`src/rtl/inst_fetch_queue.sv`:
```
// inst_fetch_queue: prefetching fetch stage with an in-order {pc, inst} FIFO and redirect flush
module inst_fetch_queue #(
    parameter int          DEPTH    = 4,
    parameter logic [31:0] RESET_PC = 32'h0000_0000
) (
    input  logic        clk,
    input  logic        rst,
    output logic        imem_req,
    output logic [31:0] imem_addr,
    input  logic        imem_gnt,
    input  logic        imem_rvalid,
    input  logic [31:0] imem_rdata,
    input  logic        redirect,
    input  logic [31:0] redirect_pc,
    output logic        out_valid,
    output logic [31:0] out_inst,
    output logic [31:0] out_pc,
    input  logic        out_ready
);
    localparam int            PW     = $clog2(DEPTH);
    localparam int            CW     = PW + 1;
    localparam logic [CW+1:0] LIMIT  = (CW+2)'(DEPTH);
    localparam logic [31:0]   RST_PC = RESET_PC & ~32'd3;

    logic [31:0]   fetch_pc_q, fetch_pc_d, resp_pc_q, resp_pc_d, new_pc;
    logic [PW-1:0] rd_ptr_q, rd_ptr_d, wr_ptr_q, wr_ptr_d;
    logic [CW-1:0] count_q, count_d, outst_q, outst_d, disc_q, disc_d;
    logic [31:0]   mem_pc_q [DEPTH];
    logic [31:0]   mem_inst_q [DEPTH];
    logic [CW+1:0] in_use;
    logic          grant, push, drop, pop, live;

    always_comb begin
        new_pc    = redirect_pc & ~32'd3;
        in_use    = {2'b00, count_q} + {2'b00, outst_q} + {2'b00, disc_q};
        imem_req  = ~rst & ~redirect & (in_use < LIMIT);
        imem_addr = fetch_pc_q;
        out_valid = count_q != '0;
        out_inst  = out_valid ? mem_inst_q[rd_ptr_q] : '0;
        out_pc    = out_valid ? mem_pc_q[rd_ptr_q] : '0;
        grant     = imem_req & imem_gnt;
        // a response with nothing in flight is a protocol violation and is ignored
        live      = (disc_q != '0) | (outst_q != '0);
        drop      = imem_rvalid & (disc_q != '0);
        push      = imem_rvalid & (disc_q == '0) & (outst_q != '0) & ~redirect;
        pop       = out_valid & out_ready;
        fetch_pc_d = redirect ? new_pc : fetch_pc_q + (grant ? 32'd4 : 32'd0);
        resp_pc_d  = redirect ? new_pc : resp_pc_q + (push ? 32'd4 : 32'd0);
        rd_ptr_d   = redirect ? '0 : rd_ptr_q + PW'(pop);
        wr_ptr_d   = redirect ? '0 : wr_ptr_q + PW'(push);
        count_d    = redirect ? '0 : count_q + CW'(push) - CW'(pop);
        outst_d    = redirect ? '0 : outst_q + CW'(grant) - CW'(push);
        disc_d     = redirect ? disc_q + outst_q - CW'(imem_rvalid & live) : disc_q - CW'(drop);
    end

    always_ff @(posedge clk) begin
        if (rst) begin
            fetch_pc_q <= RST_PC;
            resp_pc_q  <= RST_PC;
            rd_ptr_q   <= '0;
            wr_ptr_q   <= '0;
            count_q    <= '0;
            outst_q    <= '0;
            disc_q     <= '0;
        end else begin
            fetch_pc_q <= fetch_pc_d;
            resp_pc_q  <= resp_pc_d;
            rd_ptr_q   <= rd_ptr_d;
            wr_ptr_q   <= wr_ptr_d;
            count_q    <= count_d;
            outst_q    <= outst_d;
            disc_q     <= disc_d;
        end
    end

    always_ff @(posedge clk) begin
        if (push) begin
            mem_pc_q[wr_ptr_q]   <= resp_pc_q;
            mem_inst_q[wr_ptr_q] <= imem_rdata;
        end
    end
endmodule

```
`config.mk`:
```
export PLATFORM = sky130hd
export DESIGN_NAME = inst_fetch_queue
export DESIGN_NICKNAME = d
export VERILOG_FILES = /design/src/rtl/inst_fetch_queue.sv
export SDC_FILE = /design/constraint.sdc
export NUM_CORES = 1
export LEC_CHECK = 0
export CORE_MARGIN = 1.5
export CORE_UTILIZATION = 34
export DETAILED_ROUTE_END_ITERATION = 10
export PLACE_DENSITY_LB_ADDON = 0.2
export SYNTH_ARGS = -nofsm -noshare
export SYNTH_HDL_FRONTEND = slang
export SYNTH_SLANG_ARGS = --single-unit
```
`constraint.sdc`:
```
create_clock -name clk -period 6.9 [get_ports clk]
set_clock_uncertainty 0.15 [all_clocks]
set_input_delay 0.69 -clock clk [delete_from_list [all_inputs] [get_ports clk]]
set_output_delay 0.69 -clock clk [all_outputs]
set_load 0.005 [all_outputs]
```
## Yosys cells after proc, flatten, opt, wreduce, memory -nomap -nowiden

Memory sizes are Yosys's and may differ from the RTL's. A register that Yosys moved wholly into a read port is not among the register bits.
Index checks and enable logic that the tools add are counted.

- Memory bits (writable): 256
- Memories kept: 2
- Input bits: 70
- Output and inout bits: 98
- Register bits after elaboration: 77
- ROM bits: 0
- Latch bits: 0
- Word-level logic and storage cells: 53

- Add/sub/neg operators: 13
- Divide/modulo/power cells: 0
- Multiply operators: 0
- Shifts and indexed selects: 0
- $lt $le $gt $ge: 1
- Reduce and logical (&&, ||, !) cells: 5
- Bitwise operators: 12
- Equal/unequal tests: 0
- Mux-type cells: 11

Memories:

| name | depth | width | rd ports | clocked after Yosys merged registers in | write ports | line | source |
|---|---|---|---|---|---|---|---|
| mem_inst_q | 4 | 32 | 1 | 1 | 1 | 29 | `logic [31:0] mem_inst_q [DEPTH];` |
| mem_pc_q | 4 | 32 | 1 | 1 | 1 | 28 | `logic [31:0] mem_pc_q [DEPTH];` |

Operators with widths:

| operator | number |
|---|---|
| $mux 32 | 4 |
| $add 32x3->32 | 2 |
| $sub 3x1->3 | 4 |
| $and 1x1->1 | 9 |
| $mux 3 | 3 |
| $reduce_bool 3->1 | 3 |
| $add 3x1->3 | 2 |
| $add 4x3->5 | 1 |
| $lt 5x3->1 const B | 1 |
| $add 2x1->2 | 2 |
| $add 3x3->4 | 1 |
| $mux 2 | 2 |
| $add 3x3->3 | 1 |
| $logic_not 3->1 | 1 |
| $mux 1 | 2 |
| $not 1->1 | 2 |
| $reduce_or 2->1 | 1 |
| $or 1x1->1 | 1 |

## Logic depth before layout (Yosys ltp)

Gate-level depths: netlist (run 1).

- Depth in word-level cells: 8
- Mapped depth: 16
- Gate-level depth less buffers: 16

## Worst setup path after synthesis (run 1)

No wires, ideal clock.

- Path type: input to register
- Start point: in redirect
- End point: mem mem_inst_q[2][0], enable pin
- Setup time: 0.571 ns
- Data arrival time: 5.672 ns
- Cell stages on the path: 3
- Required time: 6.179 ns
- Buffers on the path: 1
- Slack: 0.507 ns
- Cell sequence: clkbuf_1 -> nand4bb_1 -> nor3b_1

- Word-level cells in the longest chain between the ends: 4

RTL lines:

| element | line | source |
|---|---|---|
| start: declaration | 13 | `input logic redirect,` |
| $not 1->1 | 45 | `push = imem_rvalid & (disc_q == '0) & (outst_q != '0) & ~redirect;` |
| $and 1x1->1 | 45 |  |
| $mux 1 | 77 | `if (push) begin` |
| $mux 1 (not written as such) | 79 | `mem_inst_q[wr_ptr_q] <= imem_rdata;` |
| end: declaration | 29 |  |

Every way passes these cells.

==> impl_metrics.tcl, run 1 <==
set metrics [dict create \
    diodes 0 \
    dp_hpwl_um 18800 \
    cts_resized 0 \
    synthToLayoutAreaGrowth_pct 24.3 \
    ys_types 50 \
    arrival_ps 3310 \
    wl_per_cell_um 19.1 \
    slew_headroom_pct 18.9 \
    status "complete, no violations" \
    synth-edff-count 248 \
    rsz0062_at_grt "no" \
    power_uw 4240 \
    finalCritPeriodShare_pct 60.1 \
    first_iter_violations 387 \
    die_y_um 203 \
    start_util_pct 34.7 \
    drtAntennaViolNets 0 \
    path_max_fanout 33 \
    gp_congestion 0.779 \
    track_usage_pct 15.2 \
    dr.pass1.iters 4 \
    die-area_mm2 0.0411 \
    cts_tree "built" \
    postCtsSetupBuffers 0 \
    yosys_warnings 0 \
    cts_hold_buf 0 \
    drv_slew 0 \
    layout-drive-gt1-share_pct 12.7 \
    drc 0 \
    h-tree-depth 2 \
    yosysTopAreaCellShare_pct 55.0 \
    chipWidth_um 203 \
    setup_viol 0 \
    tightest_slew_ps 1200 \
    clkLatencyLatePin_ps 530 \
    synth_area_leaders "edfxtp_1, dfxtp_1, mux4_2" \
    grt_pass1_wl_um 48300 \
    async_reset_ff_share_pct 0 \
    final_hold_viol_count 0 \
    crit_type "reg -> out" \
    syn_area_mm2 0.0136 \
    synth_area_per_cell_um2 15.1 \
    max_freq_mhz 241 \
    cts_buffers 36 \
    vias 8065 \
    grt_max_degree 65 \
    final_nets 1153 \
    hold_class "in -> reg" \
    io_pins 168 \
    synth-seq-area-share_pct 65.7 \
    port_buffers 161 \
    min_period_ps 4150 \
    root_buffer "clkbuf_16" \
    critPathLaunchType "flip-flop" \
    cts_sinks 321 \
    ys_ff_latch 321 \
    endpoint_kind "output pin" \
    grt_antenna_before_repair 0 \
    grt_pass1_vias 8234 \
    via_per_inst 5.02 \
    power_leakage_uw 0.00540 \
    r2r_cells 12 \
    cts_max_path_buffers 3 \
    synth_largest_area_cell "edfxtp_1" \
    min_path_cells 2 \
    fin_tns_setup_ps 0 \
    ir_worst_vdd_mv 0.116 \
    synth_flop_cell "edfxtp_1" \
    cp.required_ps 6060 \
    power-per-cell-area_mw_per_mm2 252 \
    grt_overflow 0 \
    syn_inst 899 \
    drv_cap 0 \
    num_rows 72 \
    finalWirelength_um 30700 \
    path_clk_slew_ps 60 \
    core_area_mm2 0.0390 \
]
[final timing paths]
check,slack [ps],from,to
worst min register to register,380,resp_pc_q[2]$_SDFF_PP0_,mem_pc_q[3][2]$_DFFE_PP_
worst max-delay path,2750,rd_ptr_q[0]$_SDFF_PP0_,out_pc[12]
worst min-delay path,360,redirect,disc_q[1]$_SDFF_PP0_
worst max register to register,2830,count_q[1]$_SDFF_PP0_,imem_addr[25]$_SDFF_PP0_
[Yosys cell counts (8+ instances only)]
cell	count
nor2b_1	71
ha_1	17
and2_1	8
nor3_1	19
nand3_1	14
mux4_2	62
dfxtp_1	73
nand2_1	28
a21boi_0	21
inv_1	45
clkbuf_1	36
nand4_1	24
a211oi_1	13
and4_1	10
o21bai_1	8
nor4_1	18
nor2_1	26
a21oi_1	29
edfxtp_1	248
and3_1	11
xnor2_1	24
[critical path: stages, from the launching register on]
cell and delay [ps]:
dfxtp_4 780, buf_4 690, mux4_2 580, nor2b_1 140, clkdlybuf4s50_1 550
[through the flow]
step / hold slack [ps] / setup slack (ps) / instance area (um^2) / cells / utilization [%]
after global routing: 366 / 2440 / 16800 / 1605 / 43.2
after CTS: 329 / 2590 / 16800 / 1605 / 43.2
final: 360 / 2750 / 16800 / 1605 / 43.2
after global placement: 375 / 2730 / 15700 / 1540 / 40.3
after detailed placement: 381 / 2710 / 15700 / 1540 / 40.3
after floorplan: 308 / 507 / 13600 / 902 / -
[report_power, final]
| group | internal (uW) | switching (uW) | leakage (uW) |
|---|---|---|---|
| logic | 130 | 110 | 0.00200 |
| registers | 2120 | 53.0 | 0.00285 |
| clock network | 1080 | 749 | 0.000544 |
| total | 3320 | 912 | 0.00540 |
[layer usage]
metal,GRT usage [%],vias up,part of all wire (%),wire [um]
li1,-,3771,-,-
met1,20.8,4049,46,14200
met2,24.7,215,47,14500
met5,0,-,0,0
met4,3.57,0,1.5,467
met3,3.19,30,4.9,1520
[area by class of cell]
class                           instances  area (um^2)
Multi-Input combinational cell        484         4290
Clock inverter                         16          145
Fill cell                            3508        22200
Timing Repair Buffer                  172         1690
Tap cell                              518          648
Clock buffer                           49          981
Inverter                               45          169
Sequential cell                       321         8910
[logic make-up after synthesis]
group / count (synthesis) / synth area share, %
other cells: 1 / 0.0277
flops: 321 / 65.7
mux: 62 / 10.3
buf+inv: 97 / 2.87
compound gates: 112 / 5.73
xor+xnor: 32 / 2.18
simple gates: 251 / 10.7
fa+ha+maj: 23 / 2.46
[registers in the layout, summed over array words and instances, names as in the netlist]
| register | count |
|---|---|
| outst_q | 3 |
| disc_q | 3 |
| wr_ptr_q | 2 |
| count_q | 3 |
| mem_inst_q | 128 |
| resp_pc_q | 30 |
| mem_pc_q | 120 |
| imem_addr | 30 |
| rd_ptr_q | 2 |
[cells in the final DEF, fill, tap and decap left out, types with 5 or more instances in the layout]
cell type,n
clkdlybuf4s50_1,160
o21ai_0,6
nor3_1,17
edfxtp_1,248
nand2_1,28
a21oi_1,29
and4_1,10
clkbuf_16,37
nand4_1,24
nor2b_1,71
a31oi_1,5
o31a_1,7
nor2_1,25
o31ai_1,5
inv_1,45
fa_1,6
a211oi_1,13
nor4_1,17
a21boi_0,21
clkbuf_1,11
dfxtp_1,71
a311oi_1,7
and3_1,10
buf_4,11
xor2_1,7
and2_1,8
o21bai_1,8
or4_1,7
nand3_1,14
ha_1,17
xnor2_1,24
mux4_2,62
No activity file was read; power rests on OpenSTA's default activity.
==> run 2, diff against run 1 <==
Clock period 6.9 ns to 4.1 ns, I/O delays scaled along.
==> run 2 against run 1 <==
Net effect: power rose by 72%; via count rose by 0.76%; wire length barely moved; critical path depth rose by 9; register-to-register slack got worse by 2500 ps; critical endpoint is now imem_addr[25]$_SDFF_PP0_; non-clock buffer count rose by 13; flip-flop and latch count did not move.
==> impl_metrics.tcl, run 2 (synthesis gave the netlist of run 1 again) <==
set metrics [dict create \
    status "complete, no violations" \
    wl_per_cell_um 18.9 \
    clkLatencyLatePin_ps 530 \
    grt_overflow 0 \
    max_freq_mhz 265 \
    layout-drive-gt1-share_pct 14.2 \
    drv_slew 0 \
    critPathLaunchType "flip-flop" \
    drtAntennaViolNets 0 \
    chipWidth_um 203 \
    die_y_um 203 \
    ir_worst_vdd_mv 0.271 \
    grt_max_degree 64 \
    arrival_ps 4070 \
    mostFrequentLayoutCells "edfxtp_1, clkdlybuf4s50_1, nor2b_1, dfxtp_1, mux4_2" \
    finalCritPeriodShare_pct 91.9 \
    endpoint_kind "flip-flop" \
    io_pins 168 \
    cts_max_path_buffers 3 \
    vias 8126 \
    pwr-share-seq_pct 50.0 \
    drv_cap 0 \
    fin_cells 1622 \
    cts_sinks 321 \
    min_from "redirect" \
    cts_buffers 38 \
    die-area_mm2 0.0411 \
    track_usage_pct 15.0 \
    setup.worst_path.start "count_q[1]$_SDFF_PP0_" \
    finalWirelength_um 30700 \
    drc 0 \
    core_area_mm2 0.0390 \
    cts_resized 0 \
    final_hold_viol_count 0 \
    cts_hold_buf 0 \
    path_clk_slew_ps 50 \
    cp.required_ps 4400 \
    path_max_fanout 10 \
    final_common_cell "edfxtp_1" \
    num_rows 72 \
    gp_congestion 0.790 \
    diodes 0 \
    via_per_inst 5.01 \
    final_nets 1168 \
    power_frac_comb_pct 5.6 \
    p_switching_uw 1580 \
    rsz0062_at_grt "no" \
    hold_class "in -> reg" \
    grt_pass1_wl_um 47700 \
    synthToLayoutAreaGrowth_pct 26.6 \
    setup_viol 0 \
    dr.pass1.iters 6 \
    p_sw_share_pct 21.6 \
    grt_antenna_before_repair 0 \
    tightest_slew_ps 749 \
    h-tree-depth 2 \
    grt_pass1_vias 8195 \
    dp.cells 1553 \
    root_buffer "clkbuf_16" \
    dp_hpwl_um 19700 \
    min_period_ps 3770 \
    crit_type "reg -> reg" \
    top_regs "mem_inst_q: 128 flops, mem_pc_q: 120 flops" \
    start_util_pct 34.7 \
    largest_register_ffs 128 \
    regMostFlops "mem_inst_q" \
    timing.rr.start "count_q[1]$_SDFF_PP0_" \
    fin_tns_setup_ps 0 \
    postCtsSetupBuffers 0 \
    pwr-share-clk_pct 44.4 \
    first_iter_violations 378 \
    port_buffers 161 \
    cts_tree "built" \
    internal_power_uw 5720 \
    slew_headroom_pct 50.1 \
    power-per-cell-area_mw_per_mm2 425 \
    power_leakage_uw 0.00552 \
]
==> run 2: final timing paths <==
check                        endpoint  slack (ps)  cells after the start
max reg2reg  imem_addr[25]$_SDFF_PP0_         330                     13
min             count_q[1]$_SDFF_PP0_         150                      3
min reg2reg  mem_pc_q[0][2]$_DFFE_PP_         390                      0
max          imem_addr[25]$_SDFF_PP0_         330                     13
==> run 2: critical path, stage by stage (launching register included) <==
cell      delay (ps)
dfxtp_1          390
inv_1            110
fa_1             560
nor2_1            60
fa_1             370
nand2b_1         150
a211oi_1         240
buf_4            160
and2_1           140
ha_1             230
and4_1           260
nand2_2          170
or4_1            520
a31oi_1          170
==> run 2: final cells by class <==
type	count	area [um^2]
clock buffer	46	1000
clock inverter	23	214
fill	3546	21800
inverter	45	169
multi-input combinational	484	4310
sequential	321	8910
tap	518	648
timing repair buffer	185	1900
==> run 2: through the flow <==
| stage | util (%) | instance area (um^2) | total power (uW) | hold WS [ps] | setup slack (ps) |
|---|---|---|---|---|---|
| finish | 44.0 | 17200 | 7300 | 147 | 331 |
| global route | 44.0 | 17200 | 7580 | 166 | 19.0 |
| CTS | 44.0 | 17200 | 7400 | 129 | 203 |
| detailed placement | 40.9 | 15900 | 4130 | 381 | 243 |
| global placement | 40.9 | 15900 | 4120 | 378 | 269 |
| floorplan | - | 13600 | 3910 | 308 | 165 |
==> run 2: power by group through the flow <==
stage	Sequential, uW	Clock (uW)	Combinational [uW]
detailed placement	3720	0	409
finish	3650	3240	407
CTS	3650	3330	415
global route	3660	3460	456
global placement	3720	0	406
floorplan	3690	0	221
==> run 2: routing by layer <==
metal  track usage, %  vias up  wire (um)
met5                0        -          0
met4             4.18        0        549
met3             3.07       41       1590
met2             23.9      211      14200
met1             20.9     4062      14400
li1                 -     3812          -
